<file path="config.mk">
export PLATFORM = sky130hd
export DESIGN_NAME = bmp_frame_writer
export DESIGN_NICKNAME = d
export VERILOG_FILES = /design/src/rtl/bmp_pkg.sv /design/src/rtl/pix_pair_fifo.sv /design/src/rtl/bmp_frame_writer.sv
export SDC_FILE = /design/constraint.sdc
export NUM_CORES = 1
export LEC_CHECK = 0
export ABC_AREA = 1
export BUFFER_PORTS_ARGS = -buffer_cell sky130_fd_sc_hd__buf_2
export CORE_MARGIN = 2
export CORE_UTILIZATION = 45
export DETAILED_ROUTE_END_ITERATION = 8
export GPL_ROUTABILITY_DRIVEN = 0
export MAX_ROUTING_LAYER = met4
export SLEW_MARGIN = 30
export SYNTH_ARGS = -nofsm -noshare
export SYNTH_HDL_FRONTEND = slang
export SYNTH_SLANG_ARGS = --single-unit
</file>
<file path="constraint.sdc">
create_clock -name HCLK -period 18.3 [get_ports HCLK]
set_clock_uncertainty 0.15 [all_clocks]
set_input_delay 3.66 -clock HCLK [delete_from_list [all_inputs] [get_ports HCLK]]
set_output_delay 3.66 -clock HCLK [all_outputs]
set_load 0.1 [all_outputs]
</file>
<file path="src/rtl/bmp_pkg.sv">
`default_nettype none
// ============================================================================
//  Module      : bmp_pkg
//  Description : Shared constants, serializer state encoding and BMP row
//                padding helpers for the BMP frame writer.
//  Revision    : 1.0 - initial release
// ============================================================================
package bmp_pkg;

    localparam int BYTES_PER_PIX = 3;
    localparam int BMP_ROW_ALIGN = 4;

    typedef enum logic [1:0] {
        S_IDLE = 2'd0,
        S_PIX  = 2'd1,
        S_PAD  = 2'd2,
        S_DONE = 2'd3
    } state_t;

    // Zero bytes appended to each row so that rows start on a 4-byte boundary.
    function automatic int pad_bytes(input int width);
        return (BMP_ROW_ALIGN - (width * BYTES_PER_PIX) % BMP_ROW_ALIGN) % BMP_ROW_ALIGN;
    endfunction

    // Stored bytes per row, including padding.
    function automatic int row_bytes(input int width);
        return width * BYTES_PER_PIX + pad_bytes(width);
    endfunction

endpackage
`default_nettype wire

</file>
<file path="src/rtl/pix_pair_fifo.sv">
`default_nettype none
// ============================================================================
//  Module      : pix_pair_fifo
//  Description : Synchronous FIFO of tagged pixel pairs. Fall-through read
//                data, synchronous flush, and a push into a full FIFO is
//                accepted when a pop happens in the same cycle.
//  Revision    : 1.0 - initial release
// ============================================================================
module pix_pair_fifo #(
    parameter int DW    = 69,
    parameter int DEPTH = 16
) (
    input  logic          HCLK,
    input  logic          HRESETn,
    input  logic          flush_i,
    input  logic          push_i,
    input  logic [DW-1:0] wdata_i,
    input  logic          pop_i,
    output logic [DW-1:0] rdata_o,
    output logic          full_o,
    output logic          empty_o
);

    localparam int AW = $clog2(DEPTH);

    logic [DW-1:0] mem_q [DEPTH];
    logic [AW-1:0] wptr_q;
    logic [AW-1:0] rptr_q;
    logic [AW:0]   cnt_q;

    logic w_do_pop;
    logic w_do_push;

    assign empty_o   = (cnt_q == '0);
    assign full_o    = (cnt_q == (AW+1)'(DEPTH));
    assign rdata_o   = mem_q[rptr_q];
    assign w_do_pop  = pop_i & ~empty_o & ~flush_i;
    assign w_do_push = push_i & (~full_o | w_do_pop) & ~flush_i;

    // Storage array: written on every accepted push.
    always_ff @(posedge HCLK) begin
        if (w_do_push) begin
            mem_q[wptr_q] <= wdata_i;
        end
    end

    // Pointers and occupancy; flush empties the FIFO in one cycle.
    always_ff @(posedge HCLK or negedge HRESETn) begin
        if (!HRESETn) begin
            wptr_q <= '0;
            rptr_q <= '0;
            cnt_q  <= '0;
        end else if (flush_i) begin
            wptr_q <= '0;
            rptr_q <= '0;
            cnt_q  <= '0;
        end else begin
            if (w_do_push) begin
                wptr_q <= wptr_q + AW'(1);
            end
            if (w_do_pop) begin
                rptr_q <= rptr_q + AW'(1);
            end
            case ({w_do_push, w_do_pop})
                2'b10:   cnt_q <= cnt_q + (AW+1)'(1);
                2'b01:   cnt_q <= cnt_q - (AW+1)'(1);
                default: cnt_q <= cnt_q;
            endcase
        end
    end

endmodule
`default_nettype wire

</file>
<file path="src/rtl/bmp_frame_writer.sv">
`default_nettype none
// ============================================================================
//  Module      : bmp_frame_writer
//  Description : Captures RGB888 pixel pairs, tags them with row/column,
//                buffers them, and serializes BMP-ordered bytes (B,G,R,
//                bottom-up rows, zero row padding) with pixel-array byte
//                addresses over a valid/ready port.
//  Revision    : 1.0 - initial release
// ============================================================================
module bmp_frame_writer
    import bmp_pkg::*;
#(
    parameter int WIDTH      = 768,
    parameter int HEIGHT     = 512,
    parameter int FIFO_DEPTH = 16,
    parameter int ADDR_W     = 21
) (
    input  logic              HCLK,
    input  logic              HRESETn,
    input  logic              VSYNC,
    input  logic              HSYNC,
    input  logic [7:0]        DATA_R0,
    input  logic [7:0]        DATA_G0,
    input  logic [7:0]        DATA_B0,
    input  logic [7:0]        DATA_R1,
    input  logic [7:0]        DATA_G1,
    input  logic [7:0]        DATA_B1,
    output logic              o_valid,
    input  logic              i_ready,
    output logic [7:0]        o_byte,
    output logic [ADDR_W-1:0] o_addr,
    output logic              frame_done,
    output logic              overflow
);

    localparam int PAD       = pad_bytes(WIDTH);
    localparam int ROW_BYTES = row_bytes(WIDTH);
    localparam int ROW_W     = $clog2(HEIGHT) + 1;
    localparam int COL_W     = $clog2(WIDTH) + 1;
    localparam int ENTRY_W   = 48 + ROW_W + COL_W;

    // ------------------------------------------------------------------
    // Frame start detection and capture side
    // ------------------------------------------------------------------
    logic             vsync_q;
    logic             w_vs_rise;
    logic [ROW_W-1:0] cap_row_q;
    logic [COL_W-1:0] cap_col_q;
    logic             overflow_q;

    logic               w_fifo_full;
    logic               w_fifo_empty;
    logic               w_pop;
    logic [ENTRY_W-1:0] w_fifo_rdata;
    logic [ENTRY_W-1:0] w_fifo_wdata;

    assign w_vs_rise    = VSYNC & ~vsync_q;
    assign w_fifo_wdata = {cap_row_q, cap_col_q, DATA_R0, DATA_G0, DATA_B0,
                           DATA_R1, DATA_G1, DATA_B1};

    // Registered VSYNC copy for rising-edge detection.
    always_ff @(posedge HCLK or negedge HRESETn) begin
        if (!HRESETn) begin
            vsync_q <= 1'b0;
        end else begin
            vsync_q <= VSYNC;
        end
    end

    // Capture counters advance on every valid pair, dropped or not, so the
    // tags of later pairs stay correct after a loss.
    always_ff @(posedge HCLK or negedge HRESETn) begin
        if (!HRESETn) begin
            cap_row_q <= '0;
            cap_col_q <= '0;
        end else if (w_vs_rise) begin
            cap_row_q <= '0;
            cap_col_q <= '0;
        end else if (HSYNC) begin
            if (cap_col_q == COL_W'(WIDTH - 2)) begin
                cap_col_q <= '0;
                cap_row_q <= cap_row_q + ROW_W'(1);
            end else begin
                cap_col_q <= cap_col_q + COL_W'(2);
            end
        end
    end

    // Sticky loss flag: a pair arriving at a full FIFO with no pop is lost.
    always_ff @(posedge HCLK or negedge HRESETn) begin
        if (!HRESETn) begin
            overflow_q <= 1'b0;
        end else if (w_vs_rise) begin
            overflow_q <= 1'b0;
        end else if (HSYNC && w_fifo_full && !w_pop) begin
            overflow_q <= 1'b1;
        end
    end

    assign overflow = overflow_q;

    pix_pair_fifo #(
        .DW    (ENTRY_W),
        .DEPTH (FIFO_DEPTH)
    ) u_fifo (
        .HCLK    (HCLK),
        .HRESETn (HRESETn),
        .flush_i (w_vs_rise),
        .push_i  (HSYNC),
        .wdata_i (w_fifo_wdata),
        .pop_i   (w_pop),
        .rdata_o (w_fifo_rdata),
        .full_o  (w_fifo_full),
        .empty_o (w_fifo_empty)
    );

    // ------------------------------------------------------------------
    // Serializer FSM and address generator
    // ------------------------------------------------------------------
    state_t             state_q;
    state_t             state_d;
    logic [ENTRY_W-1:0] hold_q;
    logic [2:0]         k_q;
    logic [1:0]         p_q;
    logic [ADDR_W-1:0]  addr_q;

    logic               w_xfer;
    logic               w_last_col;
    logic               w_last_row;
    logic [ROW_W-1:0]   w_hold_row;
    logic [COL_W-1:0]   w_hold_col;
    logic [ROW_W-1:0]   w_new_row;
    logic [COL_W-1:0]   w_new_col;
    logic [ADDR_W-1:0]  w_base;

    assign w_hold_col = hold_q[48 +: COL_W];
    assign w_hold_row = hold_q[48 + COL_W +: ROW_W];
    assign w_new_col  = w_fifo_rdata[48 +: COL_W];
    assign w_new_row  = w_fifo_rdata[48 + COL_W +: ROW_W];
    assign w_last_col = (w_hold_col == COL_W'(WIDTH - 2));
    assign w_last_row = (w_hold_row == ROW_W'(HEIGHT - 1));
    assign w_xfer     = ((state_q == S_PIX) || (state_q == S_PAD)) && i_ready;

    // Row 0 lands at the bottom of the stored image.
    assign w_base = (ADDR_W'(HEIGHT - 1) - ADDR_W'(w_new_row)) * ADDR_W'(ROW_BYTES)
                  + ADDR_W'(w_new_col) * ADDR_W'(BYTES_PER_PIX);

    // State register; a new frame forces the serializer back to idle.
    always_ff @(posedge HCLK or negedge HRESETn) begin
        if (!HRESETn) begin
            state_q <= S_IDLE;
        end else if (w_vs_rise) begin
            state_q <= S_IDLE;
        end else begin
            state_q <= state_d;
        end
    end

    // Next-state and pop decision; pops straight after the last pixel byte
    // so consecutive pairs stream without a bubble.
    always_comb begin
        state_d = state_q;
        w_pop   = 1'b0;
        case (state_q)
            S_IDLE: begin
                if (!w_fifo_empty) begin
                    w_pop   = 1'b1;
                    state_d = S_PIX;
                end
            end
            S_PIX: begin
                if (w_xfer && (k_q == 3'd5)) begin
                    if (w_last_col && (PAD > 0)) begin
                        state_d = S_PAD;
                    end else if (w_last_col && w_last_row) begin
                        state_d = S_DONE;
                    end else if (!w_fifo_empty) begin
                        w_pop   = 1'b1;
                        state_d = S_PIX;
                    end else begin
                        state_d = S_IDLE;
                    end
                end
            end
            S_PAD: begin
                if (w_xfer && (p_q == 2'(PAD - 1))) begin
                    state_d = w_last_row ? S_DONE : S_IDLE;
                end
            end
            default: begin
                state_d = S_DONE;
            end
        endcase
    end

    // Holding register, byte index, pad index and running byte address.
    always_ff @(posedge HCLK or negedge HRESETn) begin
        if (!HRESETn) begin
            hold_q <= '0;
            k_q    <= '0;
            p_q    <= '0;
            addr_q <= '0;
        end else if (!w_vs_rise) begin
            if (w_pop) begin
                hold_q <= w_fifo_rdata;
                k_q    <= '0;
                p_q    <= '0;
                addr_q <= w_base;
            end else if (w_xfer) begin
                addr_q <= addr_q + ADDR_W'(1);
                if (state_q == S_PIX) begin
                    k_q <= k_q + 3'd1;
                end else begin
                    p_q <= p_q + 2'd1;
                end
            end
        end
    end

    // Port outputs decoded from the current state; idle states drive zeros.
    always_comb begin
        o_valid    = 1'b0;
        o_byte     = 8'd0;
        o_addr     = '0;
        frame_done = 1'b0;
        case (state_q)
            S_PIX: begin
                o_valid = 1'b1;
                o_addr  = addr_q;
                case (k_q)
                    3'd0:    o_byte = hold_q[31:24];
                    3'd1:    o_byte = hold_q[39:32];
                    3'd2:    o_byte = hold_q[47:40];
                    3'd3:    o_byte = hold_q[7:0];
                    3'd4:    o_byte = hold_q[15:8];
                    3'd5:    o_byte = hold_q[23:16];
                    default: o_byte = 8'd0;
                endcase
            end
            S_PAD: begin
                o_valid = 1'b1;
                o_addr  = addr_q;
            end
            S_DONE: begin
                frame_done = 1'b1;
            end
            default: begin
                o_valid = 1'b0;
            end
        endcase
    end

endmodule
`default_nettype wire

</file>
==> qor.txt <==
Crit path max fanout = 37
Leakage = 19.30 nW
Post-CTS setup buffer count = 0
Max VDD drop = 0.0001042 V
Unique masters post-synth = 46
Slowest cell on crit path = inv_2
Die Y = 337.3 um
Count of cells resized by post-cts repair = 0
Post-synth EDFFs = 1088
Pwr Density = 172.7 mW/mm2
Power after layout = 0.009626 W
DRC violations left = 0
DP Wirelength = 68050 um
Synthesized flop and latch total = 1219
I/O pin total = 85
Port Buf Inserts = 84
Die X = 337.3 um
Post-synthesis sequential area ratio = 0.7193
Final nets = 4035
Setup violators final = 0
Cell Area, Synth = 0.04998 mm2
Final setup TNS = 0 ns
Tightest Hold Check Type = flip-flop to flip-flop
Fraction of registers with async set/reset = 0.1075
Critical Path Max Stage Delay = 0.49 ns
Cell Area, Placed = 0.05174 mm2
Post-DR vias/cell = 5.771
Total GRT Usage = 0.2298
Max Slew Vio Count = 0
Endpoint class of the critical path = flip-flop
Initial DRC count = 3335
Cts hold-fix bufs = 0
Pre-antenna DRT Iters = 6
Worst-skew pair later-pin latency = 0.71 ns
CTS tree = done
WL per Instance = 23.01 um
Area of the multi-input gates = 0.01239 mm2
Via count = 31810
Ant diodes = 0
Htree depth = 3
Main synth FF type = edfxtp_1
Util after Layout = 0.5050
Critical Path RT = 18.73 ns
Top delay family on crit path = simple AND/OR/NAND/NOR gates
Core footprint = 0.1104 mm2
Sequential Area = 0.03596 mm2
Clock-pin slew on the worst setup and hold paths = 0.06 ns
Post-route setup slack = 11.29 ns
Crit Path Category = primary input to flip-flop
CTS max path bufs = 3
Filler cell count = 9422
RSZ-0062 raised after global routing = false
Arrival time worst endpoint = 7.45 ns
Tmin final = 7.014 ns
Clock sink count = 1219
Mapped Cells = 3917
CTS buffer count = 118
Post-Route WL = 126800 um
Row count = 122
Number of global-route vias before repair = 30790
Crit path cell chain = buf_2, inv_1, nor2_2, inv_2, nand3_4, nand2_2, nand2_4, nor2_4, inv_2, ha_1, xor2_1, ha_1, a21oi_1, o21ai_0, a21oi_1, xor2_1, o22ai_1
R2R Setup Slk = 12.37 ns
Synth Warn # = 0
Root Buffer = clkbuf_16
Max cap viols = 0
Layout cell share with drive strength beyond 1 = 0.08897
Slew headroom = 0.2100
Finished layout cell area = 0.05573 mm2
Synth Net Count = 4032
Max Freq = 142.6 MHz
Worst slew pin tran = 1.185 ns
Final hold violation count = 0
Final ANT Viol Nets = 0
Buffers & Inverters on Critical Path = 4
Status = finished clean
Setup WS pre-CTS = 10.45 ns
Initial core utilization = 0.4528
Initial antenna violation count = 2
Die area = 0.1137 mm2
Startpoint Class = primary input
Syn avg cell area = 12.76 um2
Fin crit share = 0.3833
GRT overflow = 0
First-pass GRT wire length = 192400 um
Largest net degree at the start of global routing = 197
Area grow syn2layout = 11.51%
==> worst paths after layout <==
| path | start | to | cells after the start |
|---|---|---|---|
| hold / removal | hold_q[53] | hold_q[53] | 2 |
| hold reg to reg | hold_q[53] | hold_q[53] | 2 |
| min in group asynchronous | HRESETn | addr_q[17] | 1 |
| setup reg to reg | u_fifo.rptr_q[0] | addr_q[20] | 21 |
| setup / recovery | VSYNC | u_fifo.cnt_q[4] | 17 |
| max in group asynchronous | HRESETn | hold_q[31] | 2 |
==> report_power, final <==
part	internal [W]	leakage, nW	switching [W]
Sequential	0.00330	11.5	0.000211
Clock	0.00141	1.92	0.00103
Combinational	0.00109	5.87	0.00258
==> through the flow <==
| stage | hold slack, ns | std cells |
|---|---|---|
| 2_1_floorplan | 0.2985 | 3917 |
| 3_3_place_gp | 0.3142 | 5281 |
| 3_5_place_dp | 0.3221 | 5286 |
| 4_1_cts | 0.3373 | 5510 |
| 5_1_grt | 0.3555 | 5512 |
| 6_report | 0.3383 | 5512 |
==> layer usage <==
metal,up-vias,track usage,share of wire
met5,-,-,0
met4,0,0.05338,0.021
met3,172,0.02776,0.062
met2,1089,0.3624,0.47
met1,16010,0.3208,0.44
li1,14540,-,-
==> sequential cells by signal, indices dropped and copies added (netlist names) <==
register / count
p_q: 2
addr_q: 21
u_fifo.wptr_q: 4
u_fifo.mem_q: 1088
cap_col_q: 10
u_fifo.cnt_q: 5
cap_row_q: 10
k_q: 3
overflow: 1
u_fifo.rptr_q: 4
hold_q: 68
vsync_q: 1
state_q: 2
==> layout make-up <==
cell class,instances,area share
Clock buffer,175,0.06172
Tap cell,1488,0.03341
Sequential cell,1219,0.6453
Timing Repair Buffer,132,0.01765
Multi-Input combinational cell,2290,0.2224
Inverter,159,0.01114
Clock inverter,49,0.008419
==> logic make-up after synthesis <==
kind of cell | synth area share
AOI/OAI and AO/OA | 0.1289
xor gates and xnor gates | 0.007185
adders and majority gates | 0.01627
buffers and inverters | 0.03492
DFF | 0.7193
other | 0.00007503
and+or+nand+nor | 0.09336
==> Yosys cell counts (all sizes together) (2+ instances only) <==
| cell | instances | share of area |
|---|---|---|
| a31oi | 14 | 0.0018 |
| nand2 | 500 | 0.038 |
| nor4 | 3 | 0.00038 |
| o21a | 26 | 0.0039 |
| o31ai | 4 | 0.00060 |
| o22ai | 84 | 0.011 |
| xnor2 | 11 | 0.0019 |
| a21o | 2 | 0.00030 |
| o211ai | 72 | 0.011 |
| xor2 | 30 | 0.0053 |
| o21ai | 471 | 0.047 |
| fa | 5 | 0.0020 |
| nor2 | 497 | 0.038 |
| inv | 158 | 0.012 |
| ha | 57 | 0.014 |
| edfxtp | 1088 | 0.65 |
| dfrtp | 131 | 0.066 |
| or2 | 4 | 0.00050 |
| a211oi | 8 | 0.0012 |
| o221ai | 234 | 0.041 |
| nand3 | 123 | 0.013 |
| buf | 104 | 0.012 |
| clkbuf | 145 | 0.011 |
| nand4 | 15 | 0.0019 |
| nand3b | 2 | 0.00030 |
| a21oi | 110 | 0.011 |
| nor3 | 14 | 0.0017 |
==> worst register-to-register path: stages, from the launching register on <==
cell      delay [ns]
dfrtp_4         0.89
inv_8           0.38
nand2_2         0.69
buf_4           0.64
o221ai_1        0.23
o221ai_1        0.34
nand2_1         0.26
ha_1            0.36
ha_1            0.15
inv_1           0.06
fa_1            0.49
inv_1           0.12
nand2_1         0.08
nor2_1          0.13
nand3_1         0.09
nand3_1         0.11
nand2_1         0.10
nor2_1          0.17
nand3_1         0.10
nand2_1         0.07
nand3_1         0.08
a21oi_1         0.16
==> placed cells by master, fill, tap and decap left out, types with 5 or more instances in the layout <==
cell type	count
bufinv_16	8
buf_6	6
clkbuf_8	23
nand2_1	492
nor3_1	10
nand4_1	15
o211ai_1	72
a211oi_1	8
buf_4	33
buf_2	83
o21ai_1	88
nor2_1	477
clkinv_1	14
o221ai_1	234
clkbuf_1	32
o22ai_1	84
a21oi_1	109
nor2_4	16
o21ai_0	383
a31oi_1	14
edfxtp_1	1088
xor2_1	30
clkbuf_16	120
nand2_2	7
clkinv_2	22
nand3_1	122
buf_16	7
inv_1	151
dfrtp_1	127
fa_1	5
ha_1	57
xnor2_1	11
o21a_1	26
No activity file was read; power rests on OpenSTA's default activity.
